<file path="config.mk">
export PLATFORM = sky130hd
export DESIGN_NAME = mem_arbiter
export DESIGN_NICKNAME = d
export VERILOG_FILES = /design/src/rtl/mem_arbiter.sv
export SDC_FILE = /design/constraint.sdc
export NUM_CORES = 1
export LEC_CHECK = 0
export BUFFER_PORTS_ARGS = -buffer_cell sky130_fd_sc_hd__buf_2
export CAP_MARGIN = 30
export CORE_AREA = 2 2 182 139
export CTS_CLUSTER_DIAMETER = 30
export DETAILED_ROUTE_END_ITERATION = 16
export DIE_AREA = 0 0 184 141
export GPL_ROUTABILITY_DRIVEN = 0
export PLACE_DENSITY = 0.61
export SYNTH_ARGS = -nofsm -noshare
export SYNTH_HDL_FRONTEND = slang
export SYNTH_SLANG_ARGS = --single-unit
</file>
<file path="constraint.sdc">
create_clock -name clk -period 1.8 [get_ports clk]
set_input_delay 0.36 -clock clk [delete_from_list [all_inputs] [get_ports clk]]
set_output_delay 0.36 -clock clk [all_outputs]
set_load 0.03 [all_outputs]
</file>
<file path="src/rtl/mem_arbiter.sv">
`default_nettype none
// ============================================================================
// Module   : mem_arbiter
// Purpose  : Two-requester arbiter for a single word-wide synchronous-read
//            memory port. One transaction is in flight at a time. Each one
//            runs a fixed IDLE -> ACCESS -> WAIT sequence and is checked
//            against the memory's region capability flags before the write
//            strobe is allowed.
// Revision : 1.0 - initial release
// ----------------------------------------------------------------------------
// Parameters
//   FIRST_PORT    : port (0/1) that wins a simultaneous request on the
//                   first arbitration after reset
// Ports
//   clk           : in  system clock, rising edge
//   rst           : in  asynchronous active-low reset
//   pN_req        : in  port N request, held high until pN_ack
//   pN_we         : in  port N write (1) / read (0)
//   pN_address    : in  port N word address [31:2]
//   pN_wdata      : in  port N write data
//   pN_rdata      : out port N read data, valid with pN_ack, held afterwards
//   pN_ack        : out port N one-cycle completion pulse
//   pN_fault      : out port N capability fault, valid with pN_ack
//   address       : out memory word address [31:2]
//   memory_in     : out memory write data
//   write_enable  : out memory write strobe
//   memory_out    : in  memory read data, one cycle after address
//   read_capable  : in  current address is readable
//   write_capable : in  current address is writable
//   busy          : out high whenever not IDLE
// ============================================================================
module mem_arbiter #(
  parameter int unsigned FIRST_PORT = 0
) (
  input  logic        clk,
  input  logic        rst,
  input  logic        p0_req,
  input  logic        p0_we,
  input  logic [31:2] p0_address,
  input  logic [31:0] p0_wdata,
  output logic [31:0] p0_rdata,
  output logic        p0_ack,
  output logic        p0_fault,
  input  logic        p1_req,
  input  logic        p1_we,
  input  logic [31:2] p1_address,
  input  logic [31:0] p1_wdata,
  output logic [31:0] p1_rdata,
  output logic        p1_ack,
  output logic        p1_fault,
  output logic [31:2] address,
  output logic [31:0] memory_in,
  output logic        write_enable,
  input  logic [31:0] memory_out,
  input  logic        read_capable,
  input  logic        write_capable,
  output logic        busy
);

  typedef enum logic [1:0] {
    IDLE   = 2'd0,
    ACCESS = 2'd1,
    WAIT   = 2'd2
  } state_t;

  // Reset value of the round-robin pointer: "last granted" is the other
  // port, so FIRST_PORT wins the first tie.
  localparam logic LAST_RST = (FIRST_PORT == 0) ? 1'b1 : 1'b0;

  state_t      state_q, state_d;
  logic        port_q, port_d;
  logic        we_q, we_d;
  logic [31:2] addr_q, addr_d;
  logic [31:0] wdata_q, wdata_d;
  logic        last_q, last_d;
  logic        fault_q, fault_d;
  logic        ack0_q, ack0_d;
  logic        ack1_q, ack1_d;
  logic        flt0_q, flt0_d;
  logic        flt1_q, flt1_d;
  logic [31:0] rdata0_q, rdata0_d;
  logic [31:0] rdata1_q, rdata1_d;

  logic        elig0, elig1;
  logic        grant;
  logic        access_fault;
  logic [31:0] capture;

  // A port is not eligible in its own ack cycle: its req is still high
  // there because the requester only sees the ack in that same cycle.
  assign elig0 = p0_req & ~ack0_q;
  assign elig1 = p1_req & ~ack1_q;

  always_ff @(posedge clk or negedge rst) begin
    if (!rst) begin
      state_q  <= IDLE;
      port_q   <= 1'b0;
      we_q     <= 1'b0;
      addr_q   <= '0;
      wdata_q  <= '0;
      last_q   <= LAST_RST;
      fault_q  <= 1'b0;
      ack0_q   <= 1'b0;
      ack1_q   <= 1'b0;
      flt0_q   <= 1'b0;
      flt1_q   <= 1'b0;
      rdata0_q <= '0;
      rdata1_q <= '0;
    end else begin
      state_q  <= state_d;
      port_q   <= port_d;
      we_q     <= we_d;
      addr_q   <= addr_d;
      wdata_q  <= wdata_d;
      last_q   <= last_d;
      fault_q  <= fault_d;
      ack0_q   <= ack0_d;
      ack1_q   <= ack1_d;
      flt0_q   <= flt0_d;
      flt1_q   <= flt1_d;
      rdata0_q <= rdata0_d;
      rdata1_q <= rdata1_d;
    end
  end

  always_comb begin
    state_d      = state_q;
    port_d       = port_q;
    we_d         = we_q;
    addr_d       = addr_q;
    wdata_d      = wdata_q;
    last_d       = last_q;
    fault_d      = fault_q;
    ack0_d       = 1'b0;
    ack1_d       = 1'b0;
    flt0_d       = 1'b0;
    flt1_d       = 1'b0;
    rdata0_d     = rdata0_q;
    rdata1_d     = rdata1_q;
    address      = '0;
    memory_in    = '0;
    write_enable = 1'b0;
    grant        = 1'b0;
    access_fault = 1'b0;
    capture      = '0;

    case (state_q)
      IDLE: begin
        if (elig0 | elig1) begin
          // On a tie the port not granted last wins.
          grant   = (elig0 & elig1) ? ~last_q : elig1;
          port_d  = grant;
          last_d  = grant;
          we_d    = grant ? p1_we      : p0_we;
          addr_d  = grant ? p1_address : p0_address;
          wdata_d = grant ? p1_wdata   : p0_wdata;
          state_d = ACCESS;
        end
      end

      ACCESS: begin
        address      = addr_q;
        memory_in    = wdata_q;
        access_fault = we_q ? ~write_capable : ~read_capable;
        // The strobe is combinational so an asynchronous reset in this
        // cycle removes it before the committing edge.
        write_enable = we_q & ~access_fault;
        fault_d      = access_fault;
        state_d      = WAIT;
      end

      WAIT: begin
        // Address stays on the bus so the synchronous-read data presented
        // this cycle belongs to the granted transaction.
        address   = addr_q;
        memory_in = wdata_q;
        capture   = (!we_q && !fault_q) ? memory_out : 32'd0;
        if (port_q) begin
          rdata1_d = capture;
          ack1_d   = 1'b1;
          flt1_d   = fault_q;
        end else begin
          rdata0_d = capture;
          ack0_d   = 1'b1;
          flt0_d   = fault_q;
        end
        state_d = IDLE;
      end

      default: begin
        state_d = IDLE;
      end
    endcase
  end

  assign p0_rdata = rdata0_q;
  assign p0_ack   = ack0_q;
  assign p0_fault = flt0_q;
  assign p1_rdata = rdata1_q;
  assign p1_ack   = ack1_q;
  assign p1_fault = flt1_q;
  assign busy     = (state_q != IDLE);

endmodule
`default_nettype wire
</file>
==> metrics <==
placed cell count 1,342; number of global-route vias before repair 6,783; Max-slew headroom 71.7%; setup TNS -9.91 ns; CTS tree done; layout cells sized above 1 38.2%; post-synthesis cell area 7180 um2; Slew Viols, Final 0; Int Power 12.0 mW; post-route ant nets 0; CP Launch Point state_q[0]; CTS max path bufs 2; fin crit period 1.98 ns; via count 6,828; Layout area overhead 44.4%; setup slack, reg-to-reg 0.24 ns; end of the worst hold path p0_rdata[6]; Die ar. 25,900 um2; Starting Density 29.4%; vias per inst 4.93; total power 22.0 mW; I/O pins 296; CTS Root Cell clkbuf_16; Hold Crit Class primary input to flop; power per cell area 2120 nW/um2; Die Span X 184 um; final worst path period share 110%; Total GRT Usage 18.7%; # H-tree levels 4; Mapped Cells 789; violated checks negative setup slack; RSZ-0062 raised after global routing yes; status complete, but fails checks; pre-CTS setup slack 0.0165 ns; endpoint class of the critical path primary output; WL final 24.0 mm; initial antenna violation count 4; first-pass GRT wire length 38.0 mm; register bit total from synthesis 136; Avg Cell Area, Syn 9.10 um2; startpoint type of the worst setup path flop; asr flop ratio synth 100%; largest net degree at the start of global routing 55; CTS Sinks 136; R2R depth 4; Slew @ Worst Pin 0.425 ns; min-delay src memory_out[6]; f_max 506 MHz; Post-synth EDFFs 0; Slowest Stage Delay on Critical Path 0.37 ns; Arrival @ worst endpoint 1.62 ns; post-synthesis sequential area ratio 47.4%; Worst IR Drop VDD 0.000865 V; NumNets Final 1,225; Hold Path Cell Cnt 3; # port buffers 295; filler instances 2,424; TritonCTS buffer count 17; ys flop type dfrtp_1; DRT iter0 DRCs 352; WP data required 1.44 ns; post-DR wirelength/cell 17.3 um; Post-Layout Cell Count 1,386; clk_lat worst skew 0.42 ns; final setup vio count 62; Synth warnings 0; core area 24,400 um2; Leak 5.27 nW; cells traversed along the worst timing path inv_2, ha_4, buf_12, and2_1, buf_6; sequential power share 23.5%; maxcap violations 0; slowest CP cell dfrtp_1; total nets after synthesis 957; Final Hold Vio Count 0; Clock Power Share 15.9%; Final Skew 0.0112 ns; reg-to-reg endpoint wdata_q[16]; Sw Share 45.5%; Comb power frac 60.6%; Rows 50; Setup WS post-layout -0.177 ns; crit-path max FO 24; number of library cell types mapped by synthesis 24; Crit Path Class flop to primary output; Final HPWL DP 16.1 mm; Psw 10.0 mW; Die Y 141 um; Clock transition at path regs 0.07 ns; DRC 0; final hold slack 0.194 ns; drt first pass iters 4; reg2reg start p1_ack; total gr overflow 0
## power by group through the flow
stage	combinational [mW]	sequential [mW]	clock, mW
after CTS	13.3	5.14	3.61
after global routing	14.3	5.32	3.76
after floorplan	6.61	6.01	0
final	13.3	5.16	3.49
after global placement	11.0	5.17	0
after detailed placement	11.2	5.17	0
## cell usage after synthesis, drive strengths merged, types with 2 or more instances
cell type / number / area share, %
ha: 4 / 0.70
clkbuf: 74 / 3.9
a22o: 2 / 0.24
inv: 69 / 3.6
o21ai: 128 / 8.9
and2: 62 / 5.4
a221oi: 63 / 7.7
nand2b: 3 / 0.37
nand2: 98 / 5.1
and3b: 64 / 7.8
a22oi: 63 / 6.6
dfrtp: 135 / 47
buf: 12 / 1.3
nor2: 4 / 0.21
## worst max-delay path: cells and delay by family, from the launching register on
kind,cells,cell delay [ns]
adder cells (fa/ha/maj),1,0.31
flip-flops,1,0.37
buffers and inverters,3,0.35
AND/OR/NAND/NOR,1,0.16
## per-stage QoR
step / instance area (um2) / util [%]
after global placement: 9180 / 37.6
after global routing: 10400 / 42.4
final: 10400 / 42.5
after floorplan: 7180 / -
after CTS: 10300 / 42.3
after detailed placement: 9180 / 37.6
## kinds of logic after synthesis
| kind of cell | after synthesis | share of synthesized area, % |
|---|---|---|
| AOI/OAI and AO/OA | 258 | 23.6 |
| and+or+nand+nor | 234 | 19.2 |
| buffers and inverters | 155 | 8.75 |
| DFF | 136 | 47.4 |
| adders and majority gates | 4 | 0.697 |
| muxes | 2 | 0.296 |
## how the worst max path moves through the flow
stage                                to  slack, ns  cells past startpoint
after floorplan             wdata_q[20]       0.10                      7
after global placement    memory_in[25]       0.08                      5
after detailed placement  memory_in[25]       0.02                      5
after CTS                 memory_in[15]      -0.29                      6
after global routing        address[15]      -0.25                      5
final                       address[15]      -0.18                      5
## sequential cells by signal (all words and copies together), names as in the netlist
signal and count:
port_q 1, last_q 1, p1_rdata 32, fault_q 1, addr_q 30, p0_ack 1
p1_fault 1, p0_fault 1, p0_rdata 32, p1_ack 1, wdata_q 32, state_q 2
we_q 1
## cell type report
cell class	count	area, um2	share of cell area (%)
clock buffer	17	425	4.11
antenna	4	10.0	0.0966
tap	312	390	3.77
timing repair buffer	335	2460	23.7
multi-input combinational	498	3250	31.4
sequential	136	3410	32.9
clock inverter	15	158	1.52
inverter	69	262	2.52
## repair_timing
| action | CTS | global route |
|---|---|---|
| gates cloned | 2 | 0 |
| resized for setup | 140 | 22 |
| endpoints found under the hold margin | 36 | 0 |
| endpoints found under the setup margin | 65 | 63 |
| pin swaps | 2 | 4 |
| buffers inserted | 5 | 2 |
| hold buffers | 1 | 0 |
## metal layers
layer | routed length, um | up-vias | part of all wire, % | global-route usage [%]
met2 | 11300 | 272 | 47 | 29.4
met5 | 0 | - | 0 | 0
met3 | 1650 | 33 | 6.9 | 4.96
li1 | - | 3310 | - | -
met1 | 10700 | 3213 | 44 | 25.2
met4 | 435 | 0 | 1.8 | 5.60
## cells in the final DEF (no fill, tap or decap), drive strengths merged, types with 2 or more instances in the layout
cell type | Yosys | routed
diode | 0 | 4
clkinvlp | 0 | 4
nor2 | 4 | 4
and2 | 62 | 62
o21ai | 128 | 128
clkinv | 0 | 2
ha | 4 | 4
clkbuf | 74 | 17
dfrtp | 135 | 135
a221oi | 63 | 63
a22oi | 63 | 63
a22o | 2 | 2
nand2 | 98 | 98
buf | 12 | 333
inv | 69 | 77
and3b | 64 | 64
nand2b | 3 | 3
No activity file was read; power rests on OpenSTA's default activity.
